$ cat src/rtl/l2_pkg.sv
// Shared constants and state encoding for the L2 cache sequencing controller.
package l2_pkg;

    localparam logic [1:0] L1_DR = 2'd0;
    localparam logic [1:0] L1_DW = 2'd1;
    localparam logic [1:0] L1_IR = 2'd2;

    localparam logic [1:0] BUS_R = 2'd0;
    localparam logic [1:0] BUS_W = 2'd1;
    localparam logic [1:0] BUS_M = 2'd2;
    localparam logic [1:0] BUS_I = 2'd3;

    localparam logic [3:0] MESI_I = 4'b0001;
    localparam logic [3:0] MESI_S = 4'b0010;
    localparam logic [3:0] MESI_E = 4'b0100;
    localparam logic [3:0] MESI_M = 4'b1000;

    typedef enum logic [2:0] {
        StIdle,
        StLookup,
        StCompare,
        StBusReq,
        StBusWait,
        StUpdate,
        StRespond
    } state_e;

endpackage

$ cat src/rtl/l2_event_counters.sv
// Four saturating statistics counters (hit, miss, read, write) with increment enables.
module l2_event_counters #(
    parameter int unsigned counterBits = 32
) (
    input  logic                   clk_i,
    input  logic                   rst_ni,
    input  logic                   hit_inc_i,
    input  logic                   miss_inc_i,
    input  logic                   read_inc_i,
    input  logic                   write_inc_i,
    output logic [counterBits-1:0] hit_cnt_o,
    output logic [counterBits-1:0] miss_cnt_o,
    output logic [counterBits-1:0] read_cnt_o,
    output logic [counterBits-1:0] write_cnt_o
);

    localparam logic [counterBits-1:0] One = counterBits'(1);

    logic [3:0]                  inc;
    logic [3:0][counterBits-1:0] cnt_q;
    logic [3:0][counterBits-1:0] cnt_d;

    assign inc = {write_inc_i, read_inc_i, miss_inc_i, hit_inc_i};

    always_comb begin
        cnt_d = cnt_q;
        for (int i = 0; i < 4; i++) begin
            // Stick at all-ones rather than wrapping.
            if (inc[i] && (cnt_q[i] != '1)) begin
                cnt_d[i] = cnt_q[i] + One;
            end
        end
    end

    always_ff @(posedge clk_i or negedge rst_ni) begin
        if (!rst_ni) begin
            cnt_q <= '0;
        end else begin
            cnt_q <= cnt_d;
        end
    end

    assign hit_cnt_o   = cnt_q[0];
    assign miss_cnt_o  = cnt_q[1];
    assign read_cnt_o  = cnt_q[2];
    assign write_cnt_o = cnt_q[3];

endmodule

$ cat src/rtl/l2_cache_controller.sv
// L2 sequencing FSM: arbitrates L1 requests against snoops, strobes tag lookup and LRU update,
// and issues shared-bus transactions on misses and writes to shared lines.
module l2_cache_controller
    import l2_pkg::*;
#(
    parameter int unsigned addrBits    = 32,
    parameter int unsigned ways        = 8,
    parameter int unsigned counterBits = 32,
    localparam int unsigned WayBits    = (ways > 1) ? $clog2(ways) : 1
) (
    input  logic                   clk,
    input  logic                   rst_n,
    input  logic                   l1Valid,
    input  logic [1:0]             l1Op,
    input  logic [addrBits-1:0]    l1Addr,
    output logic                   l1Ready,
    input  logic                   snoopValid,
    input  logic [1:0]             snoopOp,
    input  logic [addrBits-1:0]    snoopAddr,
    output logic                   snoopReady,
    output logic                   lookupStart,
    output logic [addrBits-1:0]    lookupAddr,
    input  logic                   lookupHit,
    input  logic [WayBits-1:0]     lookupWay,
    input  logic [3:0]             lookupMesi,
    output logic                   lruUpdate,
    output logic [WayBits-1:0]     lruWay,
    output logic                   busReqValid,
    output logic [1:0]             busReqOp,
    input  logic                   busGrant,
    input  logic                   busDone,
    output logic                   snoopRespValid,
    output logic                   snoopHit,
    output logic                   snoopHitM,
    output logic                   done,
    output logic [counterBits-1:0] hitCount,
    output logic [counterBits-1:0] missCount,
    output logic [counterBits-1:0] readCount,
    output logic [counterBits-1:0] writeCount
);

    state_e                state_q, state_d;
    logic [1:0]            streak_q, streak_d;
    logic [addrBits-1:0]   addr_q, addr_d;
    logic [1:0]            op_q, op_d;
    logic                  src_snoop_q, src_snoop_d;
    logic [WayBits-1:0]    way_q, way_d;
    logic                  hit_q, hit_d;
    logic                  hit_m_q, hit_m_d;
    logic [1:0]            bus_op_q, bus_op_d;

    logic l1_win;
    logic idle;
    logic cmp_l1;

    assign idle   = (state_q == StIdle);
    // L1 wins when no snoop competes, or after three back-to-back snoop grants starved it.
    assign l1_win = l1Valid && (!snoopValid || (streak_q == 2'd3));

    assign l1Ready    = idle && l1_win;
    assign snoopReady = idle && snoopValid && !l1_win;

    always_comb begin
        state_d     = state_q;
        streak_d    = streak_q;
        addr_d      = addr_q;
        op_d        = op_q;
        src_snoop_d = src_snoop_q;
        way_d       = way_q;
        hit_d       = hit_q;
        hit_m_d     = hit_m_q;
        bus_op_d    = bus_op_q;

        unique case (state_q)
            StIdle: begin
                if (l1Ready) begin
                    state_d     = StLookup;
                    streak_d    = 2'd0;
                    addr_d      = l1Addr;
                    src_snoop_d = 1'b0;
                    op_d        = (l1Op == L1_DW) ? L1_DW : ((l1Op == L1_IR) ? L1_IR : L1_DR);
                end else if (snoopReady) begin
                    state_d     = StLookup;
                    streak_d    = l1Valid ? streak_q + 2'd1 : 2'd0;
                    addr_d      = snoopAddr;
                    src_snoop_d = 1'b1;
                    op_d        = snoopOp;
                end
            end
            StLookup: begin
                state_d = StCompare;
            end
            StCompare: begin
                way_d   = lookupWay;
                hit_d   = lookupHit;
                hit_m_d = lookupHit && (lookupMesi == MESI_M);
                if (src_snoop_q) begin
                    state_d = StRespond;
                end else if (lookupHit) begin
                    if ((op_q == L1_DW) && (lookupMesi == MESI_S)) begin
                        state_d  = StBusReq;
                        bus_op_d = BUS_I;
                    end else begin
                        state_d = StUpdate;
                    end
                end else begin
                    state_d  = StBusReq;
                    bus_op_d = (op_q == L1_DW) ? BUS_M : BUS_R;
                end
            end
            StBusReq: begin
                if (busGrant) begin
                    state_d = StBusWait;
                end
            end
            StBusWait: begin
                if (busDone) begin
                    state_d = StUpdate;
                end
            end
            StUpdate: begin
                state_d = StIdle;
            end
            StRespond: begin
                state_d = StIdle;
            end
            default: begin
                state_d = StIdle;
            end
        endcase
    end

    always_ff @(posedge clk or negedge rst_n) begin
        if (!rst_n) begin
            state_q     <= StIdle;
            streak_q    <= 2'd0;
            addr_q      <= '0;
            op_q        <= L1_DR;
            src_snoop_q <= 1'b0;
            way_q       <= '0;
            hit_q       <= 1'b0;
            hit_m_q     <= 1'b0;
            bus_op_q    <= BUS_R;
        end else begin
            state_q     <= state_d;
            streak_q    <= streak_d;
            addr_q      <= addr_d;
            op_q        <= op_d;
            src_snoop_q <= src_snoop_d;
            way_q       <= way_d;
            hit_q       <= hit_d;
            hit_m_q     <= hit_m_d;
            bus_op_q    <= bus_op_d;
        end
    end

    assign lookupStart    = (state_q == StLookup);
    assign lookupAddr     = addr_q;
    assign busReqValid    = (state_q == StBusReq);
    assign busReqOp       = bus_op_q;
    assign lruUpdate      = (state_q == StUpdate);
    assign lruWay         = way_q;
    assign done           = (state_q == StUpdate);
    assign snoopRespValid = (state_q == StRespond);
    assign snoopHit       = snoopRespValid && hit_q;
    assign snoopHitM      = snoopRespValid && hit_m_q;

    assign cmp_l1 = (state_q == StCompare) && !src_snoop_q;

    l2_event_counters #(
        .counterBits(counterBits)
    ) u_counters (
        .clk_i       (clk),
        .rst_ni      (rst_n),
        .hit_inc_i   (cmp_l1 && lookupHit),
        .miss_inc_i  (cmp_l1 && !lookupHit),
        .read_inc_i  (cmp_l1 && (op_q != L1_DW)),
        .write_inc_i (cmp_l1 && (op_q == L1_DW)),
        .hit_cnt_o   (hitCount),
        .miss_cnt_o  (missCount),
        .read_cnt_o  (readCount),
        .write_cnt_o (writeCount)
    );

endmodule

$ cat config.mk
export PLATFORM = sky130hd
export DESIGN_NAME = l2_cache_controller
export DESIGN_NICKNAME = d
export VERILOG_FILES = /design/src/rtl/l2_pkg.sv /design/src/rtl/l2_event_counters.sv /design/src/rtl/l2_cache_controller.sv
export SDC_FILE = /design/constraint.sdc
export NUM_CORES = 1
export LEC_CHECK = 0
export ABC_CLOCK_PERIOD_IN_PS = 7930
export CAP_MARGIN = 10
export CORE_UTILIZATION = 45
export DETAILED_ROUTE_END_ITERATION = 10
export PLACE_DENSITY = 0.83
export SLEW_MARGIN = 20
export SYNTH_ARGS = -nofsm -noshare
export SYNTH_HDL_FRONTEND = slang
export SYNTH_HIERARCHICAL = 1
export SYNTH_SLANG_ARGS = --single-unit
export TNS_END_PERCENT = 1
$ cat constraint.sdc
create_clock -name clk -period 7.93 [get_ports clk]
set_input_delay 0.793 -clock clk [delete_from_list [all_inputs] [get_ports clk]]
set_output_delay 0.793 -clock clk [all_outputs]
set_load 0.01 [all_outputs]
* Word-level counts from Yosys, hierarchy flattened *
Index checks and enable logic that the tools add are counted.

cells by class
  $add $sub $neg = 5
  equal/unequal tests = 21
  mux-type cells = 22
  bitwise logic cells = 1
  reduce and logical (&&, ||, !) cells = 27

operators by type and width
  cell                                                   number
  adder 32 x 1 -> 32 bit, second input constant          4
  inequality test 32 bit, second input constant          4
  2-to-1 mux 32 bit                                      2
  2-to-1 mux 3 bit                                       7
  2-to-1 mux 2 bit                                       10
  logical AND 1 bit                                      17
  one-hot mux 3 bit (5 select lines)                     1
  == test 3 bit, second input constant                   3
  == test 3 x 2 -> 1 bit, second input constant          2
  inequality test 2 x 1 -> 1 bit, second input constant  3
  AND reduction 3 bit                                    2
  == test 2 x 1 -> 1 bit, second input constant          2
  == test 2 bit, second input constant                   2
  == test 4 x 2 -> 1 bit, second input constant          1
  == test 4 bit, second input constant                   1
  logical NOT 1 bit                                      4
  == test 3 x 1 -> 1 bit, second input constant          1
  logical NOT 3 bit                                      1
  inequality test 3 bit, second input constant           1
  adder 2 x 1 -> 2 bit, second input constant            1
  2-to-1 mux 1 bit                                       2
  inequality test 2 bit, second input constant           1
  AND reduction 2 bit                                    1
  nonzero test 2 bit                                     1
  2 further kinds                                        2

storage, ports and cells
  flip-flop bits (word level) = 175
  input bits = 82
  output and inout port bits = 174
  word-level logic and storage cells = 89

* Logic depth before layout (Yosys ltp) *
Gate-level depths: netlist of run 1.

  depth after elaboration = 8
  gate-level depth with buffers = 9

* Hierarchy *
Netlist of run 1, hierarchy kept.

modules (own cells, without submodules)
  module               instances  cells an instance  area each (um^2)  sequential area each (um^2)
  l2_event_counters    1          579                6,256.0           3,203.1
  l2_cache_controller  1          283                2,806.4           1,176.1

* Worst setup path before layout of run 1 *
No wires, ideal clock.

  path type = register to register
  from = register state_q[2]
  to = register u_counters.cnt_q, in the netlist u_counters/read_cnt_o[28]
  data arrival time = 2.509 ns
  required time = 7.802 ns
  path slack = 5.293 ns
  stages on the path, launching flop included = 9
  path buffers = 1
  cells stage by stage = dfrtp_1 > buf_2 > or4b_4 > nor2_1 > nand4_1 > nor3_1 > a21boi_0 > nand4_1 > xnor2_1

between the ends
  word-level cells in the longest chain between the ends = 4

ends and longest elaborated chain
  element                 line                        source
  from (decl)             l2_cache_controller.sv:42   state_e state_q, state_d;
  from (signal assigned)  l2_cache_controller.sv:135  state_q <= StIdle;
  from (signal assigned)  l2_cache_controller.sv:145  state_q <= state_d;
  == test 3 x 2 -> 1 bit  l2_cache_controller.sv:168  assign cmp_l1 = (state_q == StCompare) && !src_snoop_q;
  logical AND 1 bit       l2_cache_controller.sv:168
  logical AND 1 bit       l2_cache_controller.sv:177  .read_inc_i (cmp_l1 && (op_q != L1_DW)),
  logical AND 1 bit       l2_event_counters.sv:29     if (inc[i] && (cnt_q[i] != '1)) begin
  to (signal assigned)    l2_event_counters.sv:39     cnt_q <= cnt_d;
  to (decl)               l2_event_counters.sv:20     logic [3:0][counterBits-1:0] cnt_q;

Every way passes these cells.
A chain may end at the register's enable or synchronous reset.

* Worst setup path after layout of run 1 *
  from = register state_q[1]
  to = output l1Ready

between the ends
  word-level cells in the longest chain between the ends = 2

ends and longest elaborated chain
  element            line                       source
  logical NOT 3 bit  l2_cache_controller.sv:56  assign idle = (state_q == StIdle);
  logical AND 1 bit  l2_cache_controller.sv:60  assign l1Ready = idle && l1_win;
  to (decl)          l2_cache_controller.sv:16  output logic l1Ready,

Every way passes these cells.

==> impl_metrics.yaml, run 1 <==
status:
  status: "complete, no violations"
timing:
  timing.final.ws_setup_ns: 4.36
  setup_violations: 0
  finalCriticalPeriod_ns: 3.57
  hold_slack_ns: 0.471
  maxSlewViolCount: 0
  tns_ns: 0
  worstMarginPinSlew_ns: 0.975
  skew_ns: 0.0158
  max_clock_freq_ghz: 0.280
  max-slew-margin-rel_pct: 35.0
  finalHoldViolations: 0
  fin_crit_sh_pct: 45.0
  rsz0062_at_grt: "false"
clock_tree:
  cts_max_level: 4
  post_cts_buffers: 0
  cts-root-buf: "clkbuf_16"
  clock_latency_ns: 0.43
  cts_tree: "done"
  cts.sinks: 175
  clk_pin_slew_worst_paths_ns: 0.07
  ctsHoldBuffers: 0
  clock_path_buffers: 2
  cts-buffers-inserted: 17
  cts_resized: 0
synthesis:
  ys_types: 67
  synth_top_area_share_pct: 48.3
  async_flop_share_pct: 100
  synthCells: 862
  synth_top_flop_cell: "dfrtp_1"
  ys_seq_elements: 175
  ys_seq_area_share_pct: 48.3
  syn_nets: 949
  synth_warnings: 6
  synth_area_leader_cell: "dfrtp_1"
  synthTopCellsByCount: "dfrtp_1 (175), nand4_1 (82), xnor2_1 (78), nand3_1 (52), nand2_1 (49)"
  post-synth-top-count-cell: "dfrtp_1"
  synth_area_per_cell_um2: 10.5
  netlist_area_mm2: 0.00906
  synth_area_leaders: "dfrtp_1 (48%), xnor2_1 (7.5%), nand4_1 (5.7%)"
  synth-edff-count: 0
placed_design:
  place_inst: 1339
  place_congestion: 0.920
  place_area_mm2: 0.0117
  dpl.hpwl_um: 16900
  portBuffers: 255
  dp_slack_ns: 4.57
critical_path:
  worstPathMaxFanout: 35
  start_kind: "register"
  crit_end: "l1Ready"
  r2r-end: "u_counters/read_cnt_o[26]"
  crit_path_start: "state_q[1]"
  critical_path_class: "register to primary output"
  crit_required_ns: 7.14
  end_kind: "primary output"
  r2r_cells: 7
  r2r-start: "state_q[1]"
  rrSetupSlack_ns: 4.78
  cp.arrival_ns: 2.78
global_routing:
  grt_usage_pct: 23.4
  gr-total-overflow: 0
  grt_pass1_vias: 7424
  grt_pass1_wl_um: 38100
  grt_max_degree: 102
  antenna_found_initial: 1
power_and_ir_drop:
  power.leakage_nw: 4.90
  irDropWorstVdd_uv: 151
  p_per_area_mw_per_mm2: 236
  power_mw: 2.90
hold_path:
  hp-class: "input port to asynchronous set/reset pin"
final_layout:
  antenna_cells: 0
  final_area_mm2: 0.0123
  nFillCells: 1595
  final_cell_count_no_fill: 1371
  area_growth_pct: 35.8
  drive_gt1_share_pct: 9.86
  nNetsFinal: 1180
  final_core_utilization_pct: 62.8
floorplan:
  initial_core_util_pct: 46.3
  core_area_mm2: 0.0196
  die_h_um: 144
  die_x_um: 144
  num_rows: 51
  io-pin-count: 256
  design.die.area_mm2: 0.0207
routing:
  drc: 0
  ant_nets: 0
  detail_route.iter0.violations: 437
  firstDrtPassIters: 5
  drt-total-wl_um: 23900
  vias: 7881
  wl_per_cell_um: 17.4
  vias_per_cell: 5.75
flow_run:
  maxCapViolCount: 0
==> per-layer routing <==
metal / routed length (um) / track usage, % / share of wire [%] / vias to the layer above
li1: - / - / - / 3677
met1: 10200 / 30.5 / 43 / 3794
met2: 11600 / 37.9 / 48 / 362
met3: 1560 / 5.16 / 6.5 / 46
met4: 567 / 9.07 / 2.4 / 2
met5: 13 / 0 / 0.054 / -
==> layout by cell type (no fill, tap or decap), drive strengths merged, types with 3 or more instances in the layout <==
cell type      instances
mux2                   9
nor3b                  4
clkinv                 5
dfrtp                175
and4                  20
a41oi                  3
nor4b                  3
a31oi                 38
clkdlybuf4s50        254
nor3                  27
nand3                 59
and3                  27
nor2b                  4
clkinvlp               3
nor4                  15
clkbuf                17
or4                    4
and2                  11
nand2                 53
or3                    4
nor2                  37
buf                    8
o31ai                 35
nand4                 82
ha                     5
xnor2                 78
a21oi                 42
inv                   16
xor2                  40
==> power breakdown <==
group          total [mW]  internal [mW]  switching (mW)
Combinational       0.919          0.452           0.467
Clock               0.800          0.416           0.383
Sequential           1.19           1.05           0.139
Total                2.90           1.91           0.989
==> kinds of logic (layout without fill, tap and decap cells) <==
kind of cell	count (synthesis)	after routing	share of synthesized area, %
fa+ha+maj	5	5	0.690
simple gates	359	359	23.1
buf+inv	59	303	3.38
flops	175	175	48.3
xor+xnor	118	118	11.4
mux	10	10	1.23
compound gates	136	136	11.8
==> worst min path at each step <==
| stage | cells past startpoint | to |
|---|---|---|
| 6_report | 1 | u_counters/read_cnt_o[12] |
| 5_1_grt | 2 | busReqOp[1] |
| 4_1_cts | 2 | busReqOp[1] |
| 3_5_place_dp | 2 | busReqOp[1] |
| 3_3_place_gp | 2 | busReqOp[1] |
| 2_1_floorplan | 1 | streak_q[1] |
==> area by class of cell <==
| cell class | instances | area (um^2) | share of cell area [%] |
|---|---|---|---|
| Clock buffer | 17 | 425 | 3.46 |
| Clock inverter | 15 | 141 | 1.15 |
| Inverter | 9 | 33.8 | 0.275 |
| Multi-Input combinational cell | 628 | 4390 | 35.7 |
| Sequential cell | 175 | 4380 | 35.6 |
| Tap cell | 265 | 332 | 2.69 |
| Timing Repair Buffer | 262 | 2610 | 21.2 |
==> flip-flops by register name (all words and copies together), names as in the netlist <==
name / cells
u_counters/hit_cnt_o: 32
lruWay: 3
u_counters/miss_cnt_o: 32
src_snoop_q: 1
hit_q: 1
state_q: 3
streak_q: 2
hit_m_q: 1
lookupAddr: 32
op_q: 2
busReqOp: 2
u_counters/read_cnt_o: 32
u_counters/write_cnt_o: 32
==> worst max-delay path: stages (launching register included) <==
cell             delay (ns)
dfrtp_1                0.53
or3_2                  0.93
nor3_1                 0.31
clkdlybuf4s50_1        0.57
Power figures use the tool's default switching activity.
==> run 2, diff against run 1 <==
--- a/config.mk
+++ b/config.mk
@@ -5,7 +5,7 @@
 export SDC_FILE = /design/constraint.sdc
 export NUM_CORES = 1
 export LEC_CHECK = 0
-export ABC_CLOCK_PERIOD_IN_PS = 7930
+export ABC_CLOCK_PERIOD_IN_PS = 3500
 export CAP_MARGIN = 10
 export CORE_UTILIZATION = 45
 export DETAILED_ROUTE_END_ITERATION = 10
==> constraint.sdc (replaced) <==
create_clock -name clk -period 3.5 [get_ports clk]
set_input_delay 0.35 -clock clk [delete_from_list [all_inputs] [get_ports clk]]
set_output_delay 0.35 -clock clk [all_outputs]
set_load 0.01 [all_outputs]
==> impl_metrics.yaml, run 2 (synthesis results as in run 1) <==
status:
  status: "complete, no violations"
power_and_ir_drop:
  p_per_area_mw_per_mm2: 550
  p_clk_share_pct: 29.2
  internal_power_mw: 4.58
  switching_share_pct: 33.0
  irDropWorstVdd_uv: 357
  power_mw: 6.83
  power_switching_mw: 2.25
  seqPwrFrac_pct: 39.1
  p_comb_share_pct: 31.8
  power.leakage_nw: 4.97
routing:
  firstDrtPassIters: 5
  wl_per_cell_um: 18.1
  vias_per_cell: 5.82
  drc: 0
  detail_route.iter0.violations: 429
  ant_nets: 0
  vias: 8025
  drt-total-wl_um: 25000
timing:
  tns_ns: 0
  setup_violations: 0
  max-slew-margin-rel_pct: 48.6
  finalHoldViolations: 0
  rsz0062_at_grt: "false"
  max_clock_freq_ghz: 0.326
  timing.final.ws_setup_ns: 0.430
  finalCriticalPeriod_ns: 3.07
  hold_slack_ns: 0.490
  skew_ns: 0.0130
  fin_crit_sh_pct: 87.7
  worstMarginPinSlew_ns: 0.772
  maxSlewViolCount: 0
critical_path:
  slowest_stage: "dfrtp_1"
  worstPathMaxFanout: 12
  crit_cells: 7
  path_cells: "or4b_4, nor2_1, nand4_1, nor3_1, a21boi_0, nand4_1, xnor2_1"
  cp_num_buf_inv: 0
  start_kind: "register"
  end_kind: "register"
  max_stage_delay_ns: 0.61
  crit_required_ns: 3.81
  critical_path_class: "register to register"
  cp_top_family: "simple AND/OR/NAND/NOR gates"
  path_common_cell: "nand4_1"
  r2r_cells: 7
  cp.arrival_ns: 3.38
final_layout:
  final_area_mm2: 0.0124
  final_common_cell: "clkdlybuf4s50_1"
  ff_latch_area_mm2: 0.00438
  final_cell_mix: "clkdlybuf4s50_1 (254), dfrtp_1 (175), nand4_1 (82)"
  nFillCells: 1588
  area_growth_pct: 37.1
  final_cell_count_no_fill: 1380
  nNetsFinal: 1189
  drive_gt1_share_pct: 10.3
  multiInputGateArea_mm2: 0.00439
  antenna_cells: 0
  final_core_utilization_pct: 63.4
floorplan:
  die_x_um: 144
  design.die.area_mm2: 0.0207
  io-pin-count: 256
  num_rows: 51
  initial_core_util_pct: 46.3
  die_h_um: 144
  core_area_mm2: 0.0196
flow_run:
  maxCapViolCount: 0
clock_tree:
  clock_latency_ns: 0.43
  cts_resized: 0
  cts.sinks: 175
  ctsHoldBuffers: 1
  cts-root-buf: "clkbuf_16"
  clock_path_buffers: 2
  cts_tree: "done"
  post_cts_buffers: 0
  cts-buffers-inserted: 17
  cts_max_level: 4
  clk_pin_slew_worst_paths_ns: 0.07
global_routing:
  grt_max_degree: 84
  antenna_found_initial: 0
  gr-total-overflow: 0
  grt_pass1_vias: 7948
  grt_usage_pct: 25.1
  grt_pass1_wl_um: 40900
placed_design:
  place_inst: 1347
  place_congestion: 0.876
  portBuffers: 255
  dp_slack_ns: 0.472
  dpl.hpwl_um: 17600
  place_area_mm2: 0.0118
hold_path:
  min_path_cells: 2
  hp-class: "register to register"
run 2: cell types whose count changed in the layout (fill, tap and decap cells not counted), sizes merged:
cell | previous run | this run
clkinvlp | 3 | 2
inv | 16 | 12
clkbuf | 17 | 19
bufinv | 0 | 3
dlygate4sd3 | 0 | 1
buf | 8 | 16
run 2: cell type report:
class | count | share of cell area [%]
multi-input cells | 628 | 35.3
flip-flops and latches | 175 | 35.2
repair buffers | 271 | 21.5
clock buffers | 19 | 3.56
well taps | 265 | 2.67
clock inverters | 13 | 1.44
inverters | 9 | 0.272
run 2: worst paths after layout:
path	from	end	slack, ns
hold / removal	busReqOp[1]	busReqOp[1]	0.49
hold reg to reg	busReqOp[1]	busReqOp[1]	0.49
min in group asynchronous	rst_n	u_counters/read_cnt_o[27]	0.53
max in group asynchronous	rst_n	u_counters/hit_cnt_o[23]	2.04
setup reg to reg	state_q[1]	u_counters/read_cnt_o[28]	0.43
setup / recovery	state_q[1]	u_counters/read_cnt_o[28]	0.43
run 2: tightest hold or removal path: cells and delay by family, from the launching register on:
family / cells / cell delay (ns)
flip-flops: 1 / 0.35
AND/OR/NAND/NOR: 1 / 0.05
AO/OA/AOI/OAI: 1 / 0.06
run 2: routing by layer:
metal | vias up | global-route usage (%) | share of wire (%)
met5 | - | 0 | 0
met4 | 0 | 12.2 | 3.6
met3 | 58 | 4.80 | 5.9
met2 | 318 | 39.8 | 47
met1 | 3942 | 32.9 | 43
li1 | 3707 | - | -
run 2: power groups by stage:
stage / Combinational, mW / Sequential (mW) / Clock [mW]
2_1_floorplan: 1.09 / 2.76 / 0
3_3_place_gp: 2.14 / 2.68 / 0
3_5_place_dp: 2.17 / 2.69 / 0
4_1_cts: 2.18 / 2.66 / 2.04
5_1_grt: 2.36 / 2.72 / 2.13
6_report: 2.17 / 2.67 / 1.99
==> run 3, diff against run 2 <==
--- a/config.mk
+++ b/config.mk
@@ -6,7 +6,6 @@
 export NUM_CORES = 1
 export LEC_CHECK = 0
 export ABC_CLOCK_PERIOD_IN_PS = 3500
-export CAP_MARGIN = 10
 export CORE_UTILIZATION = 45
 export DETAILED_ROUTE_END_ITERATION = 10
 export PLACE_DENSITY = 0.83
==> constraint.sdc (replaced) <==
create_clock -name clk -period 3.5 [get_ports clk]
set_input_delay 0.7 -clock clk [delete_from_list [all_inputs] [get_ports clk]]
set_output_delay 0.7 -clock clk [all_outputs]
set_load 0.01 [all_outputs]
==> impl_metrics.yaml, run 3 (synthesis results as in run 1) <==
global_routing:
  grt_pass1_vias: 7517
  grt_pass1_wl_um: 38700
  gr-total-overflow: 0
  grt_usage_pct: 23.6
  grt_max_degree: 79
  antenna_found_initial: 0
power_and_ir_drop:
  irDropWorstVdd_uv: 407
  power.leakage_nw: 4.96
  p_per_area_mw_per_mm2: 547
timing:
  worstMarginPinSlew_ns: 0.742
  tns_ns: 0
  maxSlewViolCount: 0
  hold_slack_ns: 0.305
  max-slew-margin-rel_pct: 50.1
  skew_ns: 0.0144
  fin_crit_sh_pct: 86.7
  finalHoldViolations: 0
  rsz0062_at_grt: "false"
  setup_violations: 0
  max_clock_freq_ghz: 0.330
  timing.final.ws_setup_ns: 0.465
  finalCriticalPeriod_ns: 3.03
final_layout:
  antenna_cells: 0
  final_cell_mix: "clkdlybuf4s50_1 (254), dfrtp_1 (175), nand4_1 (82)"
  nNetsFinal: 1186
  nFillCells: 1621
  drive_gt1_share_pct: 10.1
  final_common_cell: "clkdlybuf4s50_1"
  area_growth_pct: 37.0
hold_path:
  hp-class: "input port to asynchronous set/reset pin"
placed_design:
  dpl.hpwl_um: 16700
  portBuffers: 255
  place_congestion: 0.925
  dp_slack_ns: 0.455
clock_tree:
  ctsHoldBuffers: 0
  clk_pin_slew_worst_paths_ns: 0.07
  cts.sinks: 175
  clock_path_buffers: 2
  cts-buffers-inserted: 17
  cts-root-buf: "clkbuf_16"
  cts_tree: "done"
  post_cts_buffers: 0
  cts_resized: 0
  clock_latency_ns: 0.42
  cts_max_level: 4
critical_path:
  end_kind: "primary output"
  crit_required_ns: 2.80
  start_kind: "register"
  cp.arrival_ns: 2.33
  critical_path_class: "register to primary output"
  worstPathMaxFanout: 11
status:
  status: "complete, no violations"
floorplan:
  initial_core_util_pct: 46.3
  core_area_mm2: 0.0196
  io-pin-count: 256
  die_x_um: 144
  num_rows: 51
  design.die.area_mm2: 0.0207
  die_h_um: 144
routing:
  vias: 7900
  drc: 0
  vias_per_cell: 5.74
  detail_route.iter0.violations: 418
  ant_nets: 0
  firstDrtPassIters: 5
  drt-total-wl_um: 24000
  wl_per_cell_um: 17.4
flow_run:
  maxCapViolCount: 0
-- run 3: changes by cell type in the layout (fill, tap and decap cells not counted) --
cell,delta
buf_12,+2
buf_4,-4
clkbuf_1,+1
clkbuf_8,-1
clkinv_2,-1
clkinv_4,+1
clkinv_8,-1
dlygate4sd3_1,-1
inv_8,+1
-- run 3: metal layers --
layer  track usage [%]  wire length [um]  vias to the layer above
li1                  -                 -                     3701
met1              30.9             10200                     3834
met2              38.3             11600                      327
met3              5.23              1530                       38
met4              8.34               598                        0
met5                 0                 0                        -
-- run 3: metrics by stage --
| stage | instance area (um^2) | instances | utilization, % | power [mW] |
|---|---|---|---|---|
| after global routing | 12400 | 1377 | 63.4 | 7.17 |
| final | 12400 | 1377 | 63.4 | 6.80 |
| after detailed placement | 11800 | 1345 | 60.3 | 4.88 |
| after CTS | 12400 | 1377 | 63.4 | 6.87 |
| after floorplan | 9060 | 862 | - | 3.85 |
| after global placement | 11800 | 1345 | 60.3 | 4.84 |
-- run 3: report_power, final --
part,internal (mW),leakage (nW),switching [mW]
Sequential,2.37,2.30,0.275
Combinational,1.07,2.37,1.12
Clock,1.14,0.291,0.818
Total,4.58,4.96,2.22
-- run 3: worst max-delay path, stage by stage, from the launching register on --
cell             delay [ns]
dfrtp_1                0.38
buf_4                  0.18
or3_2                  0.50
nor3_1                 0.27
clkdlybuf4s50_1        0.60
-- run 3: cell type report --
cell class                 instances  area, um^2  share of cell area (%)
clock buffer                      19         433                    3.49
inverter                           9        33.8                   0.272
multi-input combinational        628        4390                    35.3
timing repair buffer             268        2680                    21.6
clock inverter                    13         178                    1.43
tap                              265         332                    2.67
sequential                       175        4380                    35.3
-- run 3: worst paths after layout --
path / cells past startpoint / start / slack [ns] / end
max: 4 / state_q[2] / 0.47 / l1Ready
min: 1 / rst_n / 0.31 / u_counters/read_cnt_o[28]
max reg2reg: 7 / state_q[0] / 0.47 / u_counters/read_cnt_o[26]
min reg2reg: 2 / busReqOp[1] / 0.48 / busReqOp[1]
max in group asynchronous: 2 / rst_n / 2.27 / u_counters/miss_cnt_o[11]
min in group clk: 2 / busReqOp[1] / 0.48 / busReqOp[1]
==> RTL edit 1, RTL diff (flow settings as in run 2) <==
Encoding of `state_e`: now one-hot (7 bits for 7 states).
--- a/src/rtl/l2_pkg.sv
+++ b/src/rtl/l2_pkg.sv
@@ -15,14 +15,14 @@
     localparam logic [3:0] MESI_E = 4'b0100;
     localparam logic [3:0] MESI_M = 4'b1000;
 
-    typedef enum logic [2:0] {
-        StIdle,
-        StLookup,
-        StCompare,
-        StBusReq,
-        StBusWait,
-        StUpdate,
-        StRespond
+    typedef enum logic [6:0] {
+        StIdle    = 7'b0000001,
+        StLookup  = 7'b0000010,
+        StCompare = 7'b0000100,
+        StBusReq  = 7'b0001000,
+        StBusWait = 7'b0010000,
+        StUpdate  = 7'b0100000,
+        StRespond = 7'b1000000
     } state_e;
 
 endpackage
Behaviour: same outputs for any inputs over 10 cycles, from zero or initial values and one cycle with rst_n low; not proved beyond that.
==> RTL edit 1 against run 2 <==
Final area is 0.64% lower; worst setup slack worse by 0.035 ns; first-iteration DRC count is 9.6% higher; wire length decreased by 3.8%; fmax fell by 1.1%; sequential cell count is 4 higher; total power down 9.6%; area after synthesis decreased by 0.90%; largest cell class is now registers.
==> RTL edit 1: results (changes against run 2) <==
| Metric | Value |
|---|---|
| Clock latency on the worst-skew pair | `0.42 ns` |
| Critical Path Slowest Stage Cell | `nor4b_2` |
| Main area contributors after synthesis | `dfrtp_1 50%, xnor2_1 7.6%, a31oi_1 4.9%` |
| Synth unique cells | `68 (+1.5%)` |
| DRT iter0 DRCs | `470 (+9.6%)` |
| Nets | `1200 (+0.93%)` |
| Vias in the first global route | `7708 (-3.0%)` |
| Worst Setup EP | `u_counters/read_cnt_o[26]$_DFFE_PN0P_` |
| Worst clock skew | `0.0145 ns (+0.00142 ns)` |
| Tightest Pin Transition | `0.919 ns (+0.147 ns)` |
| Share of layout cells above drive strength 1 | `7.02% (-3.3 points)` |
| Initial antenna violation count | `2 (+2)` |
| Seq/Total Area, Yosys | `49.9% (+1.6 points)` |
| Number of cells after detailed placement | `1359 (+0.89%)` |
| Leak | `5.04 nW (+1.5%)` |
| GRT Total Usage | `23.8% (-1.2 points)` |
| Critical path's largest stage delay | `0.51 ns (-0.10 ns)` |
| Status | `completed` |
| Synth top cells by count | `178 x dfrtp_1, 87 x nand3_1, 78 x xnor2_1` |
| Drt wl/cell | `17.3 microns (-4.7%)` |
| Setup crit start | `state_q[4]$_DFFE_PN0P_` |
| Worst-path fanout max | `9 (-3)` |
| Hold crit path type | `in2async` |
| Post-DP HPWL | `17200 microns (-1.9%)` |
| Flop2flop setup slack | `0.39 ns (-0.03 ns)` |
| Largest net degree at the start of global routing | `96 (+14%)` |
| Vias | `8007 (-0.22%)` |
| # fillers | `1598 (+0.63%)` |
| Net count after synthesis | `960 (+1.2%)` |
| Post-Synthesis Cells | `873 (+1.3%)` |
| Peak supply drop | `292 uV (-18%)` |
| GP Congestion | `0.864 (-1.3%)` |
| Total Routed Length | `24000 microns (-3.8%)` |
| Reg2Reg Depth | `8 (+1)` |
| Global-route wire length before repair | `38700 microns (-5.3%)` |
| Critical Path AT | `3.40 ns (+0.02 ns)` |
==> RTL edit 1: through the flow <==
stage          worst slack (ns)  util, %  instance area [sq um]  hold WS, ns
2_1_floorplan             0.960        -                   8980       0.0544
3_3_place_gp              0.583     60.1                  11700        0.466
3_5_place_dp              0.424     60.1                  11700        0.477
4_1_cts                   0.439     63.2                  12300       0.0518
5_1_grt                   0.167     63.2                  12300       0.0794
6_report                  0.395     63.2                  12300       0.0135
==> RTL edit 1: power breakdown <==
| part | switching, mW | internal (mW) |
|---|---|---|
| logic | 0.806 | 0.838 |
| clock network | 0.824 | 1.14 |
| registers | 0.203 | 2.37 |
| total | 1.83 | 4.34 |
==> RTL edit 1: worst min path at each step <==
stage | depth (start not counted) | slack [ns] | startpoint | to
finish | 1 | 0.01 | rst_n | u_counters/read_cnt_o[21]$_DFFE_PN0P_
global route | 1 | 0.08 | rst_n | u_counters/read_cnt_o[31]$_DFFE_PN0P_
CTS | 1 | 0.05 | rst_n | u_counters/read_cnt_o[29]$_DFFE_PN0P_
detailed placement | 1 | 0.48 | hit_m_q$_DFFE_PN0P_ | hit_m_q$_DFFE_PN0P_
global placement | 1 | 0.47 | hit_q$_DFFE_PN0P_ | hit_q$_DFFE_PN0P_
floorplan | 0 | 0.05 | rst_n | busReqOp[0]$_DFFE_PN0P_
==> RTL edit 1: final cells by class <==
type / count / area (sq um) / share of cell area (%)
multi-input cells: 636 / 4240 / 34.3
clock buffers: 19 / 433 / 3.51
repair buffers: 267 / 2640 / 21.4
inverters: 12 / 45.0 / 0.365
well taps: 265 / 332 / 2.69
clock inverters: 13 / 169 / 1.37
flip-flops and latches: 179 / 4480 / 36.3
diodes: 2 / 5.00 / 0.0405
==> RTL edit 1: kinds of logic (layout without fill, tap and decap cells) <==
kind of cell	Yosys count	count (layout)	share of synthesized area, %
adder cells (fa/ha/maj)	5	5	0.697
multiplexers	10	10	1.24
buffers and inverters	58	311	3.09
AO/OA/AOI/OAI	137	137	9.75
AND/OR/NAND/NOR	365	365	23.7
flip-flops	179	179	49.9
XOR/XNOR	119	119	11.6
other	0	2	0
==> RTL edit 1: per-layer routing <==
layer | track usage, % | vias up | share of wire (%)
met5 | 0 | - | 0
met4 | 8.57 | 0 | 1.9
met3 | 6.91 | 38 | 7.6
met2 | 38.5 | 351 | 49
met1 | 30.4 | 3904 | 41
li1 | - | 3714 | -
==> RTL edit 2, RTL diff (config.mk and constraints of run 2) <==
Without the edit above. `counterBits` is set to 32 in 2 places; all go to 64.
--- a/src/rtl/l2_event_counters.sv
+++ b/src/rtl/l2_event_counters.sv
@@ -1,6 +1,6 @@
 // Four saturating statistics counters (hit, miss, read, write) with increment enables.
 module l2_event_counters #(
-    parameter int unsigned counterBits = 32
+    parameter int unsigned counterBits = 64
 ) (
     input  logic                   clk_i,
     input  logic                   rst_ni,
--- a/src/rtl/l2_cache_controller.sv
+++ b/src/rtl/l2_cache_controller.sv
@@ -5,7 +5,7 @@
 #(
     parameter int unsigned addrBits    = 32,
     parameter int unsigned ways        = 8,
-    parameter int unsigned counterBits = 32,
+    parameter int unsigned counterBits = 64,
     localparam int unsigned WayBits    = (ways > 1) ? $clog2(ways) : 1
 ) (
     input  logic                   clk,
Ports: changed (resized hitCount, missCount, readCount and writeCount); port bits go from 256 to 384. The function was not compared with the original's and may differ.
==> RTL edit 2 against run 2 <==
Sequential power is 53% higher; area after synthesis is 74% higher; fmax is 1.4% lower; total power is 44% higher; die area is 73% higher; final area is 70% higher; worst setup slack worse by 0.044 ns; count of clock-buffer cells in the layout is 34 higher; clock skew is 0.0039 ns higher; wire length is 89% higher; sequential cell count is 128 higher; largest power group unchanged.
==> RTL edit 2: results (changes against run 2) <==
| Metric | Value |
|---|---|
| Flop2flop setup slack | `0.39 ns (-0.04 ns)` |
| PortBufs | `383 (+50%)` |
| Critical Path Slowest Stage Cell | `or4b_4` |
| Signal buf overhead | `19.7% (-1.8 points)` |
| Worst Setup EP | `u_counters/hit_cnt_o[58]$_DFFE_PN0P_` |
| Max frequency | `0.321 GHz (-1.4%)` |
| Clock latency on the worst-skew pair | `0.51 ns (+0.08 ns)` |
| Worst-path fanout max | `6 (-6)` |
| P_comb | `2.31 mW (+6%)` |
| Multi-input combinational area share | `36.4% (+1.1 points)` |
| Peak supply drop | `406 uV (+14%)` |
| Leak | `8.70 nW (+75%)` |
| GRT Total Usage | `25.9% (+0.84 points)` |
| Comb_multi_in | `1165 (+86%)` |
| #FFs+latches synth | `303 (+73%)` |
| Critical Path AT | `3.55 ns (+0.17 ns)` |
| Util after Layout | `61.4% (-2.0 points)` |
| Sequential share of cell area | `35.8% (+0.57 points)` |
| Total Routed Length | `47400 microns (+89%)` |
| Hold path startpoint | `snoopAddr[22]` |
| Clock buffers | `53 (+34)` |
| Seq. pwr | `4.08 mW (+53%)` |
| Synth unique cells | `68 (+1.5%)` |
| # fillers | `2816 (+77%)` |
| Net count after synthesis | `1654 (+74%)` |
| Hold_ws | `0.427 ns (-0.0634 ns)` |
| GP Congestion | `0.948 (+8.2%)` |
| Status | `completed` |
| Layout Cells excl Fill | `2427 (+76%)` |
| Critical path's largest stage delay | `0.54 ns (-0.07 ns)` |
| Largest net degree at the start of global routing | `94 (+12%)` |
[RTL edit 2: cell count changes in the layout (fill, tap and decap cells not counted), moves of 50 or more]
cell             before  now
xnor2_1              78  150
dfrtp_1             175  303
nor3_1               25   75
xor2_1               40   98
nand4_1              82  163
clkdlybuf4s50_1     254  382
nand2_1              49  134
[RTL edit 2: logic make-up (layout without fill, tap and decap cells)]
logic type / after synthesis / after routing / synth area share [%]
and+or+nand+nor: 769 / 769 / 27.5
DFF: 303 / 303 / 48.1
xor gates and xnor gates: 248 / 248 / 13.8
AOI/OAI and AO/OA: 136 / 136 / 6.68
buffers and inverters: 99 / 504 / 3.02
muxes: 7 / 7 / 0.493
adders and majority gates: 5 / 5 / 0.397
[RTL edit 2: metal layers]
metal	part of all wire, %	GRT usage, %	wire length [microns]
met2	46	41.3	21800
met3	9.2	6.47	4360
met5	0	0	0
met1	41	34.4	19500
met4	3.5	8.90	1660
